--- src/rtl/jtframe_prom_dwnld.sv ---
// jtframe_prom_dwnld: routes ioctl bytes to SDRAM or PROM channels and sequences the game reset
module jtframe_prom_dwnld #(
    parameter int          PROM_N     = 2,
    parameter logic [21:0] PROM_START = 22'h0C_0000,
    parameter int          PROM_AW    = 14,
    parameter int          RST_HOLD   = 16
)(
    input  logic              clk,
    input  logic              rst,
    input  logic              downloading,
    input  logic [21:0]       ioctl_addr,
    input  logic [7:0]        ioctl_data,
    input  logic              ioctl_wr,
    output logic [21:0]       prog_addr,
    output logic [7:0]        prog_data,
    output logic [1:0]        prog_mask,
    output logic              prog_we,
    input  logic              prog_ack,
    output logic [PROM_N-1:0] prom_we,
    input  logic              rom_ready,
    output logic              dwnld_busy,
    output logic              overflow,
    output logic              rst_game
);
    localparam int CW = $clog2(RST_HOLD + 1);

    typedef enum logic [1:0] {IDLE, SDRAM_WR, PROM_WR} state_t;

    state_t            state, state_nx;
    logic              hold_full;
    logic [21:0]       hold_addr;
    logic [7:0]        hold_data;
    logic              src_valid, is_sdram, is_prom, launch;
    logic [21:0]       src_addr, src_off, src_idx;
    logic [7:0]        src_data;
    logic [PROM_N-1:0] src_sel, prom_sel;
    logic [CW-1:0]     cnt;

    // Pick the byte to launch (held entry has priority) and decode its target
    always_comb begin
        src_sel   = '0;
        src_valid = hold_full | ioctl_wr;
        src_addr  = hold_full ? hold_addr : ioctl_addr;
        src_data  = hold_full ? hold_data : ioctl_data;
        src_off   = src_addr - PROM_START;
        src_idx   = src_off >> PROM_AW;
        is_sdram  = src_addr < PROM_START;
        is_prom   = !is_sdram && src_idx < 22'(PROM_N);
        for (int i = 0; i < PROM_N; i++) src_sel[i] = is_prom && src_idx == 22'(i);
        launch    = state == IDLE && src_valid && (is_sdram || is_prom);
    end

    // State register
    always_ff @(posedge clk or posedge rst)
        if (rst) state <= IDLE;
        else     state <= state_nx;

    // Next state and write strobes
    always_comb begin
        state_nx   = state;
        prog_we    = state == SDRAM_WR;
        prom_we    = state == PROM_WR ? prom_sel : '0;
        dwnld_busy = downloading | (state != IDLE) | hold_full;
        case (state)
            IDLE:     state_nx = !launch ? IDLE : is_sdram ? SDRAM_WR : PROM_WR;
            SDRAM_WR: state_nx = prog_ack ? IDLE : SDRAM_WR;
            default:  state_nx = IDLE;
        endcase
    end

    // Output registers, one-entry holding buffer and sticky overflow
    always_ff @(posedge clk or posedge rst)
        if (rst) begin
            prog_addr <= '0;
            prog_data <= '0;
            prog_mask <= 2'b11;
            prom_sel  <= '0;
            hold_full <= 1'b0;
            hold_addr <= '0;
            hold_data <= '0;
            overflow  <= 1'b0;
        end else begin
            if (launch) begin
                prog_addr <= is_sdram ? {1'b0, src_addr[21:1]} : 22'(src_off[PROM_AW-1:0]);
                prog_data <= src_data;
                prog_mask <= is_sdram ? (src_addr[0] ? 2'b01 : 2'b10) : 2'b11;
                prom_sel  <= src_sel;
            end
            if (state == IDLE) begin
                if (hold_full) begin
                    hold_full <= ioctl_wr;
                    hold_addr <= ioctl_addr;
                    hold_data <= ioctl_data;
                end
            end else if (ioctl_wr) begin
                if (hold_full) overflow <= 1'b1;
                else begin
                    hold_full <= 1'b1;
                    hold_addr <= ioctl_addr;
                    hold_data <= ioctl_data;
                end
            end
        end

    // Game reset: release after RST_HOLD quiet cycles with ROM data ready
    always_ff @(posedge clk or posedge rst)
        if (rst) begin
            cnt      <= CW'(RST_HOLD);
            rst_game <= 1'b1;
        end else if (!rom_ready || dwnld_busy) begin
            cnt      <= CW'(RST_HOLD);
            rst_game <= 1'b1;
        end else if (cnt != '0) begin
            cnt      <= cnt - CW'(1);
            rst_game <= cnt != CW'(1);
        end
endmodule

--- config.mk ---
export PLATFORM = sky130hd
export DESIGN_NAME = jtframe_prom_dwnld
export DESIGN_NICKNAME = d
export VERILOG_FILES = /design/src/rtl/jtframe_prom_dwnld.sv
export SDC_FILE = /design/constraint.sdc
export NUM_CORES = 1
export LEC_CHECK = 0
export CORE_UTILIZATION = 55
export DETAILED_ROUTE_END_ITERATION = 10
export GPL_TIMING_DRIVEN = 0
export PLACE_DENSITY = 0.86
export SYNTH_ARGS = -nofsm -noshare
export SYNTH_HDL_FRONTEND = slang
export SYNTH_SLANG_ARGS = --single-unit
--- constraint.sdc ---
create_clock -name clk -period 4.9 [get_ports clk]
set_input_delay 0.735 -clock clk [delete_from_list [all_inputs] [get_ports clk]]
set_output_delay 0.735 -clock clk [all_outputs]
set_load 0.005 [all_outputs]
# Word-level counts from Yosys, hierarchy flattened

Cells that the tools add are included.
W data, S select, Z words.

$add $sub $neg: 2
$lt $le $gt $ge: 2
Eq/ne operators: 5
Multiplexer cells: 23
Bitwise gates (word level): 4
Reduce and logical (&&, ||, !) cells: 17

Operator list:

| kind                     | number |
|---|---|
| $mux W22                 | 4 |
| $mux W8                  | 4 |
| $logic_not A22 Y1        | 1 |
| $lt A22 B20 Y1 const B   | 1 |
| $sub A22 B20 Y22 const B | 1 |
| $mux W21                 | 1 |
| $mux W2                  | 5 |
| $mux W5                  | 2 |
| $eq A8 B1 Y1 const B     | 1 |
| $lt A8 B2 Y1 const B     | 1 |
| $mux W1                  | 6 |
| $reduce_bool A2 Y1       | 3 |
| $logic_and A1 B1 Y1      | 5 |
| $ne A5 B1 Y1 const B     | 1 |
| $reduce_bool A5 Y1       | 1 |
| $sub A5 B1 Y5 const B    | 1 |
| $pmux W2 S2              | 1 |
| $or A1 B1 Y1             | 3 |
| $reduce_and A3 Y1        | 1 |
| $eq A2 B1 Y1 const B     | 1 |
| $eq A2 B2 Y1 const B     | 1 |
| $logic_not A1 Y1         | 2 |
| $logic_not A2 Y1         | 1 |
| $logic_or A1 B1 Y1       | 2 |
| other kinds (3)          | 3 |

Bits in registers: 74
Input port bits: 36
Output and inout bits: 38

# Depth between registers and ports, before layout

Word-level depth: 8
Depth in mapped cells: 7

# Worst setup path after synthesis

No wires, ideal clock.

Path kind: input to register
Start: in ioctl_addr[20]
End: reg prog_addr[10]
Data arrival time: 2.046 ns
Data required time: 4.775 ns
Path slack: 2.729 ns
Stages: 5
Cell sequence: nor3_1 -> o21ai_1 -> a221oi_4 -> buf_6 -> mux2_2

Word-level cells in the longest chain between the ends: 6

RTL lines:

| what                                                      | RTL line | source |
|---|---|---|
| start, declared                                           | 11       | `input logic [21:0] ioctl_addr,` |
| $mux W22 (*)                                              | -        |  |
| $sub A22 B20 Y22 / $lt A22 B20 Y1 (equally long branches) | 45, 47   |  |
| $lt A8 B2 Y1 / $logic_not A1 Y1 (equally long branches)   | 48       | `is_prom = !is_sdram && src_idx < 22'(PROM_N);` |
| $logic_and A1 B1 Y1                                       | 48       |  |
| $logic_or A1 B1 Y1                                        | 50       | `launch = state == IDLE && src_valid && (is_sdram \|\| is_prom);` |
| $logic_and A1 B1 Y1                                       | 50       |  |
| end signal, assigned                                      | 84       | `prog_addr <= is_sdram ? {1'b0, src_addr[21:1]} : 22'(src_off[PROM_AW-1:0]);` |
| end, declared                                             | 14       | `output logic [21:0] prog_addr,` |

Every way passes the cells marked *; elsewhere a longest branch is shown, timed or not.
A chain may end at the register's enable or synchronous reset.

# Final worst setup path

Start: reg hold_full
End: out dwnld_busy

Word-level cells in the longest chain between the ends: 1

RTL lines:

| what                   | RTL line | source |
|---|---|---|
| start, declared        | 30       | `logic hold_full;` |
| start signal, assigned | 91       | `hold_full <= ioctl_wr;` |
| $or A1 B1 Y1           | 63       | `dwnld_busy = downloading \| (state != IDLE) \| hold_full;` |
| end, declared          | 21       | `output logic dwnld_busy,` |

Every way passes these cells.

==> results.toml <==
[outcome]
run_status = "complete, no violations"

[logic_synthesis]
synth_seq_area_share_pct = 53.5
netlist_area_mm2 = 0.00343
ys_ff_latch = 73
ys_async_sr_fraction_pct = 100
synth.avg_cell_area_um2 = 13.1
post_synth_inst_count = 261
yosys.area_share.xor_xnor_pct = 0.511
synth.largest_area_cell = "sky130_fd_sc_hd__dfrtp_1"
synth_fp_nets = 300
ys_warn_count = 0
post-synth-top-area-fraction_pct = 50.4
synth_top_flop_cell = "sky130_fd_sc_hd__dfrtp_1"
synth_top_cells_by_area = "sky130_fd_sc_hd__dfrtp_1 50%, sky130_fd_sc_hd__mux2_2 20%, sky130_fd_sc_hd__mux2i_1 9.9%"
synth_edf_count = 0
post_synth_fa_ha_maj_area_fraction_pct = 1.10
synth_top_family_by_area = "multiplexers"
synth.area.mux_share_pct = 30.0
synth_cell_type_count = 39
synth_compound_gate_area_share_pct = 5.26
yosys.area_share.simple_pct = 5.73

[floorplanning]
die-height_um = 80.9
initial_core_util_pct = 57.5
die_outline_width_um = 80.9
num_io_pins = 74
core_area_mm2 = 0.00596
die_area_mm2 = 0.00655
floorplan.rows = 28

[placement]
gp_congestion = 0.835
place.detailed.hpwl_um = 4760
port_buffers = 72

[global_route]
overall_fraction_of_global_route_tracks_in_use_pct = 23.2
first_global_vias = 2415
grt_pass1_wl_um = 11100
grt_max_degree = 74
number_of_antenna_violations_at_the_first_check_in_global_routing = 0
globalRouteOverflowTotal = 0

[sta]
finalCriticalPeriod_ns = 2.65
timing.final.crit_share_pct = 54.0
grt_setup_unrepaired = "no"
timing.clock.skew_ns = 0.00656
setup_violations = 0
worst_slew_pin_slew_ns = 0.868
final-max-slew-violation-count = 0
finalHoldViolCount = 0
fin_tns_setup_ns = 0
slew_headroom_pct = 42.2
highest_clock_rate_mhz = 378

[worst_hold_path]
hold_path_depth = 1
hold_class = "reg2reg"

[critical_path]
setup.worst_path.start_class = "flip-flop"
startpoint = "hold_full"
timing.reg2reg.worst_path_depth = 5
worst_setup_path_end_kind = "output port"
crit-reg2reg-launch = "hold_full"
endpoint = "dwnld_busy"
arrival_time_at_the_worst_endpoint_ns = 1.91
r2r_slack_ns = 2.70
worst_ep_required_time_ns = 4.16
ws_path_type = "reg2out"
r2r_end = "prog_data[1]"
critPathMaxFanout = 10

[clock_network]
cts-buffers-inserted = 9
clk_transition_reported_paths_ns = 0.07
cts_resized = 0
clock_root_buffer = "sky130_fd_sc_hd__clkbuf_8"
cts_max_level = 3
cts_setup_buffers = 0
cts.path.max_buffers = 2
postCtsHoldBufs = 0
cts_tree = "yes"
clk_sinks = 73
worstSkewPairLatency_ns = 0.34

[routing]
ant_nets = 0
drt_iter0_drc = 124
vias = 2320
route.detailed.drc = 0
detail_route.wl_per_cell_um = 15.8
vias_per_cell = 5.47
drt_pass1_iterations = 4
detail_route.wirelength_um = 6690

[final_layout]
nFillCells = 403
areaGrowthSynthToFinish_pct = 29.4
diodes = 0
nets_finish = 383
layout-drive-gt1-share_pct = 27.5

[power]
share_seq_of_total_power_pct = 40.5
share_comb_of_total_power_pct = 41.8
power_leakage_nw = 1.92
internal-power_mw = 1.80
ir_drop_v = 0.000325
netSwitchingFraction_pct = 30.1
p_sw_uw = 774
pwr_density_cell_mw_per_mm2 = 580
share_of_power_burned_in_the_clock_network_pct = 17.8
total_power_mw = 2.57

[run]
maxCapViolations = 0
## critical path: stages, from the launching register on
cell and delay, ns:
sky130_fd_sc_hd__dfrtp_1 0.45, sky130_fd_sc_hd__clkbuf_1 0.42, sky130_fd_sc_hd__nor3_1 0.15, sky130_fd_sc_hd__inv_1 0.07, sky130_fd_sc_hd__clkdlybuf4s50_1 0.48
## per-stage QoR
step / utilization, % / setup slack (ns) / std cells / hold slack (ns) / cell area, um2
after detailed placement: 71.3 / 1.96 / 408 / 0.482 / 4240
final: 74.4 / 2.25 / 424 / 0.488 / 4430
after CTS: 74.4 / 2.22 / 424 / 0.495 / 4430
after floorplan: - / 2.32 / 261 / 0.466 / 3430
after global placement: 71.2 / 1.11 / 408 / 0.466 / 4240
after global routing: 74.4 / 2.13 / 424 / 0.518 / 4430
## Yosys cell counts, types with 4 or more instances
library cell / n
sky130_fd_sc_hd__inv_1: 14
sky130_fd_sc_hd__mux2i_1: 34
sky130_fd_sc_hd__nor2_1: 7
sky130_fd_sc_hd__mux2_2: 61
sky130_fd_sc_hd__o21ai_0: 5
sky130_fd_sc_hd__dfrtp_1: 69
sky130_fd_sc_hd__nor3_1: 4
sky130_fd_sc_hd__buf_2: 7
sky130_fd_sc_hd__o22ai_1: 5
sky130_fd_sc_hd__nand2_1: 11
sky130_fd_sc_hd__dfstp_2: 4
## kinds of logic after synthesis
kind of cell / after synthesis
AOI/OAI and AO/OA: 23
xor gates and xnor gates: 2
adders and majority gates: 3
buffers and inverters: 27
DFF: 73
muxes: 95
other: 1
and+or+nand+nor: 37
## routing by layer
layer | track usage, % | part of all wire (%) | up-vias | wire length [um]
met1 | 27.9 | 42 | 1143 | 2830
met2 | 37.5 | 49 | 65 | 3300
met5 | 0 | 0 | - | 0
li1 | - | - | 1100 | -
met3 | 8.88 | 6.8 | 12 | 458
met4 | 9.46 | 1.6 | 0 | 104
## flip-flops by register name, indices dropped and copies added, names as in the netlist, 2 cells and up
| signal | count |
|---|---|
| prog_mask | 2 |
| hold_addr | 22 |
| prog_addr | 21 |
| hold_data | 8 |
| prom_sel | 2 |
| cnt | 5 |
| state | 2 |
| prog_data | 8 |
## cell usage in the layout, fill, tap and decap left out, types with 3 or more instances in the layout
master / Yosys / final
sky130_fd_sc_hd__inv_1: 14 / 13
sky130_fd_sc_hd__ha_1: 3 / 3
sky130_fd_sc_hd__buf_2: 7 / 7
sky130_fd_sc_hd__o22ai_1: 5 / 5
sky130_fd_sc_hd__clkbuf_1: 2 / 5
sky130_fd_sc_hd__nor3b_1: 3 / 3
sky130_fd_sc_hd__o21ai_0: 5 / 5
sky130_fd_sc_hd__mux2i_1: 34 / 34
sky130_fd_sc_hd__clkbuf_8: 0 / 10
sky130_fd_sc_hd__nor2_1: 7 / 7
sky130_fd_sc_hd__clkdlybuf4s50_1: 0 / 72
sky130_fd_sc_hd__dfstp_2: 4 / 4
sky130_fd_sc_hd__nor3_1: 4 / 4
sky130_fd_sc_hd__mux2_2: 61 / 61
sky130_fd_sc_hd__nand2_1: 11 / 11
sky130_fd_sc_hd__dfrtp_1: 69 / 69
## how the worst min path moves through the flow
stage / startpoint / to / slack (ns)
2_1_floorplan: overflow / overflow / 0.47
3_3_place_gp: overflow / overflow / 0.47
3_5_place_dp: overflow / overflow / 0.48
4_1_cts: overflow / overflow / 0.50
5_1_grt: overflow / overflow / 0.52
6_report: overflow / overflow / 0.49
## power groups by stage
| stage | logic (mW) | clock network, mW | registers (mW) |
|---|---|---|---|
| floorplan | 0.657 | 0 | 1.03 |
| global placement | 1.05 | 0 | 1.04 |
| detailed placement | 1.08 | 0 | 1.05 |
| CTS | 1.09 | 0.469 | 1.04 |
| global route | 1.18 | 0.496 | 1.08 |
| finish | 1.07 | 0.457 | 1.04 |
## area by class of cell
cell class / count / area [um2] / area share [%]
Sequential cell: 73 / 1830 / 41.3
Tap cell: 75 / 93.8 / 2.12
Clock inverter: 3 / 40.0 / 0.903
Multi-Input combinational cell: 161 / 1460 / 33.0
Timing Repair Buffer: 72 / 721 / 16.3
Inverter: 14 / 55.1 / 1.24
Clock buffer: 13 / 149 / 3.36
Buffer: 13 / 80.1 / 1.81
Note: power is estimated with default switching activity, not from simulation.
